**src/rtl/fifo_queue_pkg.sv**
```systemverilog
// Shared defaults and helpers for the first-word-fall-through queue.
package fifo_queue_pkg;

  localparam int DEFAULT_DATA_WIDTH = 16;
  localparam int DEFAULT_DEPTH      = 4;

  // Smallest n with 2**n >= value; used for pointer widths.
  function automatic int clog2(input int value);
    int result;
    result = 0;
    for (int i = 0; i < 31; i++) begin
      if ((1 << i) < value) begin
        result = i + 1;
      end
    end
    return result;
  endfunction

endpackage

```
**src/rtl/fifo_occupancy.sv**
```systemverilog
// Occupancy counter for the queue: tracks Count and derives Full/Empty.
module fifo_occupancy
  import fifo_queue_pkg::*;
#(
  parameter int DEPTH = DEFAULT_DEPTH,
  parameter int PTR_W = clog2(DEPTH)
) (
  input  logic           CLK,
  input  logic           rstN,
  input  logic           pushEn,
  input  logic           popEn,
  input  logic           flushEn,
  output logic [PTR_W:0] count,
  output logic           full,
  output logic           empty
);

  localparam logic [PTR_W:0] FULL_COUNT = (PTR_W + 1)'(DEPTH);

  always_ff @(posedge CLK or negedge rstN) begin
    if (!rstN) begin
      count <= '0;
    end else if (flushEn) begin
      count <= '0;
    end else if (pushEn && !popEn) begin
      count <= count + 1'b1;
    end else if (popEn && !pushEn) begin
      count <= count - 1'b1;
    end
  end

  assign full  = (count == FULL_COUNT);
  assign empty = (count == '0);

endmodule

```
**src/rtl/fifo_queue.sv**
```systemverilog
// First-word-fall-through queue with sticky overflow/underflow flags and flush.
module fifo_queue
  import fifo_queue_pkg::*;
#(
  parameter int DATA_WIDTH = DEFAULT_DATA_WIDTH,
  parameter int DEPTH      = DEFAULT_DEPTH
) (
  input  logic                    CLK,
  input  logic                    FIFOQUEUE_RST_n,
  input  logic                    FIFOQUEUE_Flush,
  input  logic                    FIFOQUEUE_InValid,
  input  logic [DATA_WIDTH-1:0]   FIFOQUEUE_InData,
  output logic                    FIFOQUEUE_InReady,
  output logic                    FIFOQUEUE_OutValid,
  output logic [DATA_WIDTH-1:0]   FIFOQUEUE_OutData,
  input  logic                    FIFOQUEUE_OutReady,
  output logic [clog2(DEPTH):0]   FIFOQUEUE_Count,
  output logic                    FIFOQUEUE_Overflow,
  output logic                    FIFOQUEUE_Underflow
);

  localparam int PTR_W = clog2(DEPTH);

  if (DEPTH < 2 || DEPTH > 16 || (DEPTH & (DEPTH - 1)) != 0) begin : gIllegalDepth
    $error("fifo_queue: DEPTH must be a power of two from 2 to 16");
  end

  logic [DATA_WIDTH-1:0] mem [DEPTH];
  logic [PTR_W-1:0]      wrPtr;
  logic [PTR_W-1:0]      rdPtr;
  logic                  full;
  logic                  empty;
  logic                  pushFire;
  logic                  popFire;
  logic                  overflowQ;
  logic                  underflowQ;

  // Handshake: a word moves on a rising edge only when valid and ready are both
  // high on that side; ready/valid come from registered occupancy, never from
  // the partner's valid/ready, so there is no combinational path across the queue.
  assign pushFire = FIFOQUEUE_InValid && !full;
  assign popFire  = FIFOQUEUE_OutReady && !empty;

  fifo_occupancy #(
    .DEPTH (DEPTH),
    .PTR_W (PTR_W)
  ) uOccupancy (
    .CLK     (CLK),
    .rstN    (FIFOQUEUE_RST_n),
    .pushEn  (pushFire),
    .popEn   (popFire),
    .flushEn (FIFOQUEUE_Flush),
    .count   (FIFOQUEUE_Count),
    .full    (full),
    .empty   (empty)
  );

  // Storage is deliberately unreset; a flush suppresses the write at its edge.
  always_ff @(posedge CLK) begin
    if (pushFire && !FIFOQUEUE_Flush) begin
      mem[wrPtr] <= FIFOQUEUE_InData;
    end
  end

  always_ff @(posedge CLK or negedge FIFOQUEUE_RST_n) begin
    if (!FIFOQUEUE_RST_n) begin
      wrPtr      <= '0;
      rdPtr      <= '0;
      overflowQ  <= 1'b0;
      underflowQ <= 1'b0;
    end else if (FIFOQUEUE_Flush) begin
      wrPtr      <= '0;
      rdPtr      <= '0;
      overflowQ  <= 1'b0;
      underflowQ <= 1'b0;
    end else begin
      if (pushFire) begin
        wrPtr <= wrPtr + 1'b1;
      end
      if (popFire) begin
        rdPtr <= rdPtr + 1'b1;
      end
      if (FIFOQUEUE_InValid && full) begin
        overflowQ <= 1'b1;
      end
      if (FIFOQUEUE_OutReady && empty) begin
        underflowQ <= 1'b1;
      end
    end
  end

  assign FIFOQUEUE_InReady   = !full;
  assign FIFOQUEUE_OutValid  = !empty;
  assign FIFOQUEUE_OutData   = mem[rdPtr];
  assign FIFOQUEUE_Overflow  = overflowQ;
  assign FIFOQUEUE_Underflow = underflowQ;

endmodule

```
**config.mk**
```make
export PLATFORM = sky130hd
export DESIGN_NAME = fifo_queue
export DESIGN_NICKNAME = d
export VERILOG_FILES = /design/src/rtl/fifo_queue_pkg.sv /design/src/rtl/fifo_occupancy.sv /design/src/rtl/fifo_queue.sv
export SDC_FILE = /design/constraint.sdc
export NUM_CORES = 1
export LEC_CHECK = 0
export CORE_MARGIN = 4
export CORE_UTILIZATION = 48
export DETAILED_ROUTE_END_ITERATION = 10
export GPL_ROUTABILITY_DRIVEN = 0
export PLACE_DENSITY = 0.75
export REMOVE_ABC_BUFFERS = 1
export SYNTH_ARGS = -nofsm -noshare
export SYNTH_HDL_FRONTEND = slang
export SYNTH_HIERARCHICAL = 1
export SYNTH_SLANG_ARGS = --single-unit
```
**constraint.sdc**
```tcl
create_clock -name CLK -period 2.55 [get_ports CLK]
set_input_delay 0.3825 -clock CLK [delete_from_list [all_inputs] [get_ports CLK]]
set_output_delay 0.3825 -clock CLK [all_outputs]
set_load 0.1 [all_outputs]
```
== Word level (Yosys, flattened, before mapping) ==
Memory sizes are Yosys's and may differ from the RTL's.
Index checks and enable logic that the tools add are counted.
Word-level totals
  bits in registers: 9
  memory bits (writable): 64
  input bits: 21
  word-level logic and storage cells: 42
  memories kept: 1
Cells by class
  $add $sub $neg: 4
  equal/unequal tests: 1
  mux-type cells: 13
  reductions and logical operators: 18
Memories
  mem: depth 4, bits a word 16, rd ports 1, clocked after memory_dff 0, wr ports 1, line fifo_queue.sv:28  | logic [DATA_WIDTH-1:0] mem [DEPTH];
Operators with widths (number)
  $mux W3: 3
  $mux W2: 4
  $reduce_bool A2 Y1: 4
  $logic_and A1 B1 Y1: 7
  $mux W1: 6
  $logic_not A1 Y1: 5
  $add A2 B1 Y2 const B: 2
  $add A3 B1 Y3 const B: 1
  $eq A3 B3 Y1 const B: 1
  $logic_not A3 Y1: 1
  $reduce_bool A3 Y1: 1
  $sub A3 B1 Y3 const B: 1

== Depth between registers and ports, before layout ==
Gate-level depths: netlist of run 1.
  depth after elaboration: 8
  depth in mapped cells: 9

== Hierarchy ==
The synthesis of run 1 kept the hierarchy.
Modules (own cells, without submodules)
  fifo_queue: times used 1, cells an instance 120, area an instance 2695.1 µm², seq. area each 2072.0 µm²
  fifo_occupancy: times used 1, cells an instance 19, area an instance 201.4 µm², seq. area each 75.1 µm²

== Least setup slack after synthesis of run 1 ==
OpenSTA, ideal clock, no wires.
  kind: register to register
  start point: register uOccupancy.count[0]
  end point: memory mem[2][0] (netlist bit), enable pin
  data arrival time: 2848 ps
  slack: -711 ps
  stages on the path, launching flop included: 5
  buffers on the path: 0
  period minus slack after synthesis: 3261 ps
  cell sequence: dfrtp_1 > inv_1 > and3_1 > nand2b_1 > nor3b_1
Between the ends
  cells in the longest elaborated chain, start to end: 6
RTL lines
  start: declaration: line fifo_occupancy.sv:13  | output logic [PTR_W:0] count,
  start signal: assignment: line fifo_occupancy.sv:26  | count <= count + 1'b1;
  start signal: assignment: line fifo_occupancy.sv:28  | count <= count - 1'b1;
  $eq A3 B3 Y1: line fifo_occupancy.sv:32  | assign full = (count == FULL_COUNT);
  named net full: line fifo_queue.sv:31  | logic full;
  $logic_not A1 Y1: line fifo_queue.sv:41  | assign pushFire = FIFOQUEUE_InValid && !full;
  $logic_and A1 B1 Y1: line fifo_queue.sv:41
  $logic_and A1 B1 Y1: line fifo_queue.sv:60  | if (pushFire && !FIFOQUEUE_Flush) begin
  $mux W1: line fifo_queue.sv:60
  $mux W1 (implied by the code): line fifo_queue.sv:61  | mem[wrPtr] <= FIFOQUEUE_InData;
  end: declaration: line fifo_queue.sv:28
The timed path passes the listed nets, and every way through them passes these cells.

== Worst setup path after layout of run 1 ==
  start point: register rdPtr[0]
  end point: output port FIFOQUEUE_OutData[0]
Between the ends
  cells in the longest elaborated chain, start to end: 1
RTL lines
  start: declaration: line fifo_queue.sv:30  | logic [PTR_W-1:0] rdPtr;
  start signal: assignment: line fifo_queue.sv:81  | rdPtr <= rdPtr + 1'b1;
  $mem_v2 Z4 W16
  end: declaration: line fifo_queue.sv:15  | output logic [DATA_WIDTH-1:0] FIFOQUEUE_OutData,
Every way passes these cells.

==> results.yml, run 1 <==
synth:
  syn-cell-area_um2: 2900
  synth-edff-count: 64
  syn_inst: 139
  ys_types: 28
  async_flop_share_pct: 12.3
  synth-seq-cells: 73
  synth_warnings: 6
  synth_ff_type: "edfxtp_1"
  synth-seq-area-share_pct: 74.1
  syn_avg_cell_area_um2: 20.8
layout:
  finalNetCount: 223
  ff_latch_area_um2: 2150
  syn_to_final_growth_pct: 32.8
  antenna_cells: 0
  multi_input_comb_area_um2: 686
  layout_common_cells: "64 x edfxtp_1, 20 x clkdlybuf4s50_1, 16 x buf_4, 16 x buf_12, 11 x clkbuf_8"
  nFillCells: 394
  drive_above_1_share_pct: 29.7
  final_common_cell: "edfxtp_1"
  layout.cells.non_filler: 277
grt:
  track_usage_pct: 15.7
  grt_max_degree: 17
  antenna_found_initial: 0
  grt_overflow: 0
  grt_pass1_wl_um: 8370
  first_global_vias: 1598
sta:
  worst_pin_slew_ns: 0.455
  finalMaxSlewViolations: 0
  finalSetupTns_ns: 0
  fin_crit_sh_pct: 91.7
  relSlewSlack_pct: 69.6
  rsz0062_at_grt: "no"
  fmax_ghz: 0.428
  finalClockSkew_ns: 0.00751
  hold_violations: 0
  hold_slack_ns: 0.347
  finalSetupViolations: 0
  fin_ws_ns: 0.211
  min_period_ns: 2.34
outcome:
  status: "finished clean"
floorplanning:
  dieArea_um2: 7340
  ios: 44
  die_x_um: 85.7
  rows: 28
  die_height_um: 85.7
  coreArea_um2: 5890
  start_util_pct: 49.2
place:
  port_buffers: 43
  dpl.hpwl_um: 3520
  dpl_worst_slack_ns: 0.136
  place_inst: 261
power:
  powerDensity_nw_per_um2: 1250
  vdd_drop_max_mv: 0.707
  p_leak_nw: 1.39
setup_path:
  slowest_delay_ns: 0.68
  end_kind: "output pin"
  critical_path_required_ns: 2.17
  cp_num_buf_inv: 2
  crit_slowest_cell: "mux4_1"
  critPathKind: "register to output pin"
  worstSetupStartpointType: "register"
  cp_cell_sequence: "buf_4, mux4_1, buf_12"
  path_max_fanout: 16
  cp.arrival_ns: 1.96
  path_delay_family: "multiplexers"
clocking:
  cts.clk_slew.worst_paths_ns: 0.07
  cts_tree: "done"
  cts_max_level: 3
  post_cts_buffers: 0
  worstSkewPairLatency_ns: 0.34
  cts.sinks: 73
  cts-buffers-inserted: 9
  root_buffer: "clkbuf_8"
  cts_buffer_depth: 2
drt:
  wl_per_cell_um: 18.4
  dr.first_iter.drc_count: 94
  vias: 1461
  routed_wl_um: 5110
  vias_per_cell: 5.27
  drtAntennaViolNets: 0
  drt_first_pass_iters: 4
  post-route-drc-count: 0
flow_run:
  maxCapViolations: 0
worst_hold_path:
  hp-class: "primary input to asynchronous set/reset pin"
-- where the power goes --
part | switching [mW] | internal, mW
sequential | 0.0610 | 1.41
clock | 0.398 | 0.705
combinational | 1.49 | 0.766
total | 1.94 | 2.88
-- stage by stage --
step,util (%),power [mW],instance area (µm²)
after floorplan,-,3.01,2850
after global placement,61.0,3.71,3590
after detailed placement,61.0,3.75,3590
after CTS,65.3,4.86,3840
after global routing,65.4,4.99,3850
final,65.4,4.83,3850
-- path summary, 6_finish.rpt --
path	start	endpoint	slack, ns	cells past startpoint
worst max-delay path	rdPtr[0]	FIFOQUEUE_OutData[0]	0.21	3
worst min-delay path	FIFOQUEUE_RST_n	FIFOQUEUE_Underflow	0.35	1
worst max register to register	uOccupancy/count[0]	uOccupancy/count[2]	0.27	9
worst min register to register	FIFOQUEUE_Overflow	FIFOQUEUE_Overflow	0.51	2
max in group asynchronous	FIFOQUEUE_RST_n	rdPtr[1]	1.90	1
min in group CLK	FIFOQUEUE_Overflow	FIFOQUEUE_Overflow	0.51	2
-- routing by layer --
layer / GRT usage (%) / vias to the layer above / part of all wire [%]
met1: 19.0 / 741 / 41
met2: 26.1 / 42 / 52
met4: 6.91 / 0 / 2.2
met3: 4.80 / 12 / 4.9
met5: 0 / - / 0
li1: - / 666 / -
-- kinds of logic after synthesis --
family	share of synthesized area (%)
compound gates	0.950
xor+xnor	1.77
fa+ha+maj	2.42
buf+inv	2.46
flops	74.1
mux	13.8
simple gates	4.45
-- cells in the mapped netlist (2+ instances only) --
cell | number | share of area, %
mux4_1 | 8 | 7.3
ha_1 | 4 | 1.7
and2_1 | 3 | 0.65
dfrtp_1 | 9 | 7.8
nor3_1 | 2 | 0.35
nor2_1 | 9 | 1.2
a21oi_1 | 2 | 0.35
mux4_2 | 8 | 6.2
edfxtp_1 | 64 | 66
xnor2_1 | 3 | 0.91
buf_2 | 2 | 0.35
inv_1 | 7 | 0.91
nor3b_1 | 3 | 0.78
-- flip-flops by register name (all words and copies together), names as in the netlist --
signal	cells
wrPtr	2
uOccupancy/count	3
FIFOQUEUE_Underflow	1
rdPtr	2
mem	64
FIFOQUEUE_Overflow	1
-- worst register-to-register path, delay by kind of cell, from the launching register on --
kind	cells	cell delay, ns
DFF	1	0.42
and+or+nand+nor	5	1.03
AOI/OAI and AO/OA	1	0.09
buffers and inverters	2	0.23
adders and majority gates	1	0.38
-- what timing repair did --
item	CTS	global route
endpoints found under the setup margin	0	1
resized for setup	0	1
endpoints found under the hold margin	0	0
hold buffers	0	0
-- area by class of cell --
class,count,area share [%]
Clock inverter,4,2.57
Tap cell,75,2.44
Clock buffer,12,4.03
Timing Repair Buffer,52,16.7
Multi-Input combinational cell,54,17.8
Inverter,7,0.683
Sequential cell,73,55.8
Power figures use the tool's default switching activity.
==> run 2, diff against run 1 <==
--- a/config.mk
+++ b/config.mk
@@ -5,6 +5,7 @@
 export SDC_FILE = /design/constraint.sdc
 export NUM_CORES = 1
 export LEC_CHECK = 0
+export ABC_CLOCK_PERIOD_IN_PS = 2550
 export CORE_MARGIN = 4
 export CORE_UTILIZATION = 48
 export DETAILED_ROUTE_END_ITERATION = 10
==> results of run 2 <==
Same layout as run 1: the final DEF is identical, and so are final timing and power.
==> RTL change 1: new RTL, flow settings as in run 2 <==
The package constant `DEFAULT_DATA_WIDTH` goes from 16 to 32.
--- a/src/rtl/fifo_queue_pkg.sv
+++ b/src/rtl/fifo_queue_pkg.sv
@@ -1,7 +1,7 @@
 // Shared defaults and helpers for the first-word-fall-through queue.
 package fifo_queue_pkg;
 
-  localparam int DEFAULT_DATA_WIDTH = 16;
+  localparam int DEFAULT_DATA_WIDTH = 32;
   localparam int DEFAULT_DEPTH      = 4;
 
   // Smallest n with 2**n >= value; used for pointer widths.
Ports: changed (resized FIFOQUEUE_InData and FIFOQUEUE_OutData); port bits go from 44 to 76. The function was not compared with the original's and may differ.
==> RTL change 1 against run 2 <==
  * Final area is 85% higher
  * Worst setup slack lost 0.018 ns
  * Total power up 88%
  * Count of clock-buffer cells in the layout grew 7
  * Synthesized cell count rose by 60%
  * Die area up 71%
  * Utilization up 2.6 points
  * Wire length rose by 79%
  * Sequential cell count increased by 64
  * Area after synthesis is 80% higher
  * Fmax fell by 0.76%
  * Combinational power grew 72%
  * Highest routed layer unchanged
==> RTL change 1: results (changes against run 2) <==
Cells and area
  • # nets final: 365 (was 223)
  • Top Registers: mem x128, uOccupancy/count x3 (was mem x64, uOccupancy/count x3)
  • Ratio of cells with drive above 1 in the final layout: 35.4% (was 29.7%)
  • Post-route insts no fill: 472 (was 277)
  • Final-layout fill cell count: 699 (was 394)

Placed design
  • Placed cells: 440 (was 261)
  • Dpl hpwl: 5680 µm (was 3520 µm)
  • Placement Cell Area: 6490 µm² (was 3590 µm²)
  • I/O Buffers: 75 (was 43)
  • Pre-CTS setup slack: 0.223 ns (was 0.136 ns)

Yosys
  • Avg Cell Area, Syn: 23.3 µm² (was 20.8 µm²)
  • Post-synth EDFFs: 128 (was 64)
  • Asr flop ratio synth: 6.57% (was 12.3%)
  • Adder and majority gate portion of the synthesized area: 1.35% (was 2.42%)
  • Synth top area cells: edfxtp_1 74%, mux4_2 12%, dfrtp_1 4.3% (was edfxtp_1 66%, dfrtp_1 7.8%, mux4_1 7.3%)
  • Post-synthesis mux area share: 14.1% (was 13.8%)

Detailed routing
  • DR WL met3: 443 µm (was 250 µm)
  • Metal2 WL: 4920 µm (was 2660 µm)
  • Met1 Wirelength: 3700 µm (was 2090 µm)
  • Detailed Route Iter0 Violations: 122 (was 94)

Power
  • Leakage: 2.46 nW (was 1.39 nW)

STA
  • Worst slew margin: 71.4% (was 69.6%)
  • Worst Skew: 0.00741 ns (was 0.00751 ns)
  • Hold slack: 0.195 ns (was 0.347 ns)
  • Final Worst Setup Slack: 0.193 ns (was 0.211 ns)

Clock tree
  • CTS buffer count: 17 (was 9)
  • H-Tree Depth: 4 (was 3)

Global route
  • First-pass GRT wire length: 14500 µm (was 8370 µm)
  • GRT Overall Usage: 15.3% (was 15.7%)
  • Largest net degree at the start of global routing: 25 (was 17)
  • Vias in the first global route: 2743 (was 1598)

Setup path
  • CP peak stage delay: 0.65 ns (was 0.68 ns)
  • CP max FO: 12 (was 16)
  • Flop-to-flop setup slack: 0.30 ns (was 0.27 ns)
  • Last element of the critical path: FIFOQUEUE_OutData[1] (was FIFOQUEUE_OutData[0])

Run status
  • Status: finished, final reports clean (unchanged)
[RTL change 1: cell count changes after synthesis, sizes merged]
cell	delta
edfxtp	+64
mux4	+16
buf	+3
nand2	+2
a21oi	+1
and2	+1
mux2i	-1
nor2	-1
nor3b	-1
[RTL change 1: cell type report]
class / count / area, µm² / share of cell area, %
clock buffers: 19 / 422 / 5.93
clock inverters: 13 / 195 / 2.75
inverters: 7 / 26.3 / 0.370
multi-input cells: 71 / 1030 / 14.4
flip-flops and latches: 137 / 4070 / 57.3
well taps: 136 / 170 / 2.39
repair buffers: 89 / 1200 / 16.9
[RTL change 1: power by group]
group          total (W)  switching, W  internal, W  leakage [nW]
Combinational    0.00386       0.00251      0.00135         0.884
Sequential       0.00270     0.0000609      0.00264          1.28
Clock            0.00250      0.000898      0.00160         0.295
Total            0.00905       0.00346      0.00559          2.46
[RTL change 1: critical path, delay by kind of cell (launching register included)]
kind,cells,cell delay [ns]
buf+inv,2,0.45
mux,1,0.65
flops,1,0.37
==> RTL change 2: new RTL, settings of run 2 <==
Without the edit above. Register the output `FIFOQUEUE_Count`, cleared by the reset; this adds one clock of latency there. The other outputs are not delayed to match.
--- a/src/rtl/fifo_queue.sv
+++ b/src/rtl/fifo_queue.sv
@@ -20,6 +20,8 @@
 );
 
   localparam int PTR_W = clog2(DEPTH);
+
+  logic [clog2(DEPTH):0] FIFOQUEUE_Count_d;
 
   if (DEPTH < 2 || DEPTH > 16 || (DEPTH & (DEPTH - 1)) != 0) begin : gIllegalDepth
     $error("fifo_queue: DEPTH must be a power of two from 2 to 16");
@@ -50,7 +52,7 @@
     .pushEn  (pushFire),
     .popEn   (popFire),
     .flushEn (FIFOQUEUE_Flush),
-    .count   (FIFOQUEUE_Count),
+    .count   (FIFOQUEUE_Count_d),
     .full    (full),
     .empty   (empty)
   );
@@ -95,5 +97,13 @@
   assign FIFOQUEUE_Overflow  = overflowQ;
   assign FIFOQUEUE_Underflow = underflowQ;
 
+  always_ff @(posedge CLK or negedge FIFOQUEUE_RST_n) begin
+    if (!FIFOQUEUE_RST_n) begin
+      FIFOQUEUE_Count <= '0;
+    end else begin
+      FIFOQUEUE_Count <= FIFOQUEUE_Count_d;
+    end
+  end
+
 endmodule
 
Function: changed (a bounded check fails within 4 cycles, from zero or initial values and one cycle with FIFOQUEUE_RST_n low).
==> RTL change 2 against run 2 <==
  * Sequential cell count increased by 3
  * Area after synthesis up 2.6%
  * Cell count is 1.4% higher
  * Wire length grew 2.0%
  * Sequential power rose by 5%
  * Total power rose by 2.7%
  * Final area increased by 2.4%
  * Sequential share of layout area is 0.61 points higher
  * Clock power increased by 4%
  * Worst setup slack got worse by 0.046 ns
==> RTL change 2: results (changes against run 2) <==
Yosys
  • Compound-cell area share of the yosys netlist: 0.926% (was 0.950%)
  • Sequential cell area fraction in the yosys report: 74.8% (was 74.1%)
  • Asr flop ratio synth: 15.8% (was 12.3%)
  • Yosys reg bits: 76 (was 73)
  • Synth top area cells: edfxtp_1 65%, dfrtp_1 10%, mux4_1 7.1% (was edfxtp_1 66%, dfrtp_1 7.8%, mux4_1 7.3%)
  • Most frequent cells after synthesis: 64 x edfxtp_1, 12 x dfrtp_1, 9 x nor2_1 (was 64 x edfxtp_1, 9 x dfrtp_1, 9 x nor2_1)
  • Yosys warns: 6 (unchanged)
  • Synthesized-area fraction occupied by xor and xnor cells: 1.73% (was 1.77%)
  • Post-synthesis mux area share: 13.5% (was 13.8%)
  • Avg Cell Area, Syn: 20.9 µm² (was 20.8 µm²)
  • Adder and majority gate portion of the synthesized area: 2.36% (was 2.42%)

Cells and area
  • Final-layout fill cell count: 402 (was 394)
  • # clk buffers: 10 (was 12)
  • # nets final: 228 (was 223)
  • Antenna Diode Count: 0 (unchanged)
  • Area of the multi-input gates: 688 µm² (was 686 µm²)
  • Final clock-cell share: 6.42% (was 6.60%)
  • Non-Clock Buffer Area Fraction: 16.6% (was 16.7%)
  • Top Registers: mem x64, FIFOQUEUE_Count x3, uOccupancy/count x3 (was mem x64, uOccupancy/count x3)
  • Seq area share: 56.4% (was 55.8%)

Global route
  • Vias in the first global route: 1600 (was 1598)
  • First-pass GRT wire length: 8330 µm (was 8370 µm)
  • Met1 GRT Util: 18.0% (was 19.0%)
  • GRT Overall Usage: 15.3% (was 15.7%)
  • GR Layer Usage met3: 4.66% (was 4.80%)
  • Met2 Use GR: 26.4% (was 26.1%)
  • Initial antenna violation count: 0 (unchanged)

STA
  • Worst Skew: 0.00490 ns (was 0.00751 ns)
  • Actual slew at the worst max-slew pin: 0.562 ns (was 0.455 ns)

Detailed routing
  • Final wirelength: 5210 µm (was 5110 µm)
  • Met1 Wirelength: 2060 µm (was 2090 µm)
  • DR WL/cell: 18.5 µm (was 18.4 µm)
  • Metal2 WL: 2900 µm (was 2660 µm)
  • Detailed Route Iter0 Violations: 40 (was 94)
  • DR WL met3: 201 µm (was 250 µm)

Setup path
  • Crit path DAT: 2.61 ns (was 1.96 ns)
  • CP max FO: 5 (was 16)

Placed design
  • Pre-CTS setup slack: 0.138 ns (was 0.136 ns)
  • Placed cells: 266 (was 261)

Power
  • Leakage: 1.44 nW (was 1.39 nW)
  • Maximum vdd drop: 752 µV (was 707 µV)
  • Psw: 0.00196 W (was 0.00194 W)

Run status
  • Status: finished, final reports clean (unchanged)
-- RTL change 2: metrics by stage --
| stage | setup TNS [ns] | hold WS, ns | instance area, µm² | utilization (%) |
|---|---|---|---|---|
| 5_1_grt | -0.00579 | 0.436 | 3940 | 66.1 |
| 3_5_place_dp | 0 | 0.418 | 3680 | 61.8 |
| 2_1_floorplan | 0 | 0.0869 | 2930 | - |
| 3_3_place_gp | 0 | 0.407 | 3680 | 61.8 |
| 6_report | 0 | 0.406 | 3940 | 66.1 |
| 4_1_cts | 0 | 0.410 | 3930 | 66.1 |
-- RTL change 2: final timing paths --
check,slack [ns],from,end
worst max-delay path,0.17,uOccupancy/count[0],uOccupancy/count[2]
worst min-delay path,0.41,FIFOQUEUE_RST_n,FIFOQUEUE_Count[0]
worst max register to register,0.17,uOccupancy/count[0],uOccupancy/count[2]
worst min register to register,0.45,uOccupancy/count[1],FIFOQUEUE_Count[1]
max in group asynchronous,1.77,FIFOQUEUE_RST_n,wrPtr[0]
min in group CLK,0.45,uOccupancy/count[1],FIFOQUEUE_Count[1]
-- RTL change 2: power groups by stage --
stage	registers, W	clock network, W	logic [W]
detailed placement	0.00157	0	0.00227
CTS	0.00154	0.00117	0.00228
global route	0.00156	0.00124	0.00234
floorplan	0.00178	0	0.00130
global placement	0.00156	0	0.00223
finish	0.00154	0.00114	0.00227
-- RTL change 2: repair_timing --
action,in CTS,in global routing
setup endpoints to repair,0,1
hold buffers,0,0
resized for setup,0,1
buffers inserted,0,0
-- RTL change 2: worst max-delay path, stage by stage, from the launching register on --
cell and delay [ns]:
dfrtp_1 0.43, inv_1 0.12, and3_1 0.20, nand2b_1 0.25
inv_1 0.15, and2b_2 0.23, fa_1 0.40, and3b_1 0.21
nor3_1 0.21, nor3b_1 0.08
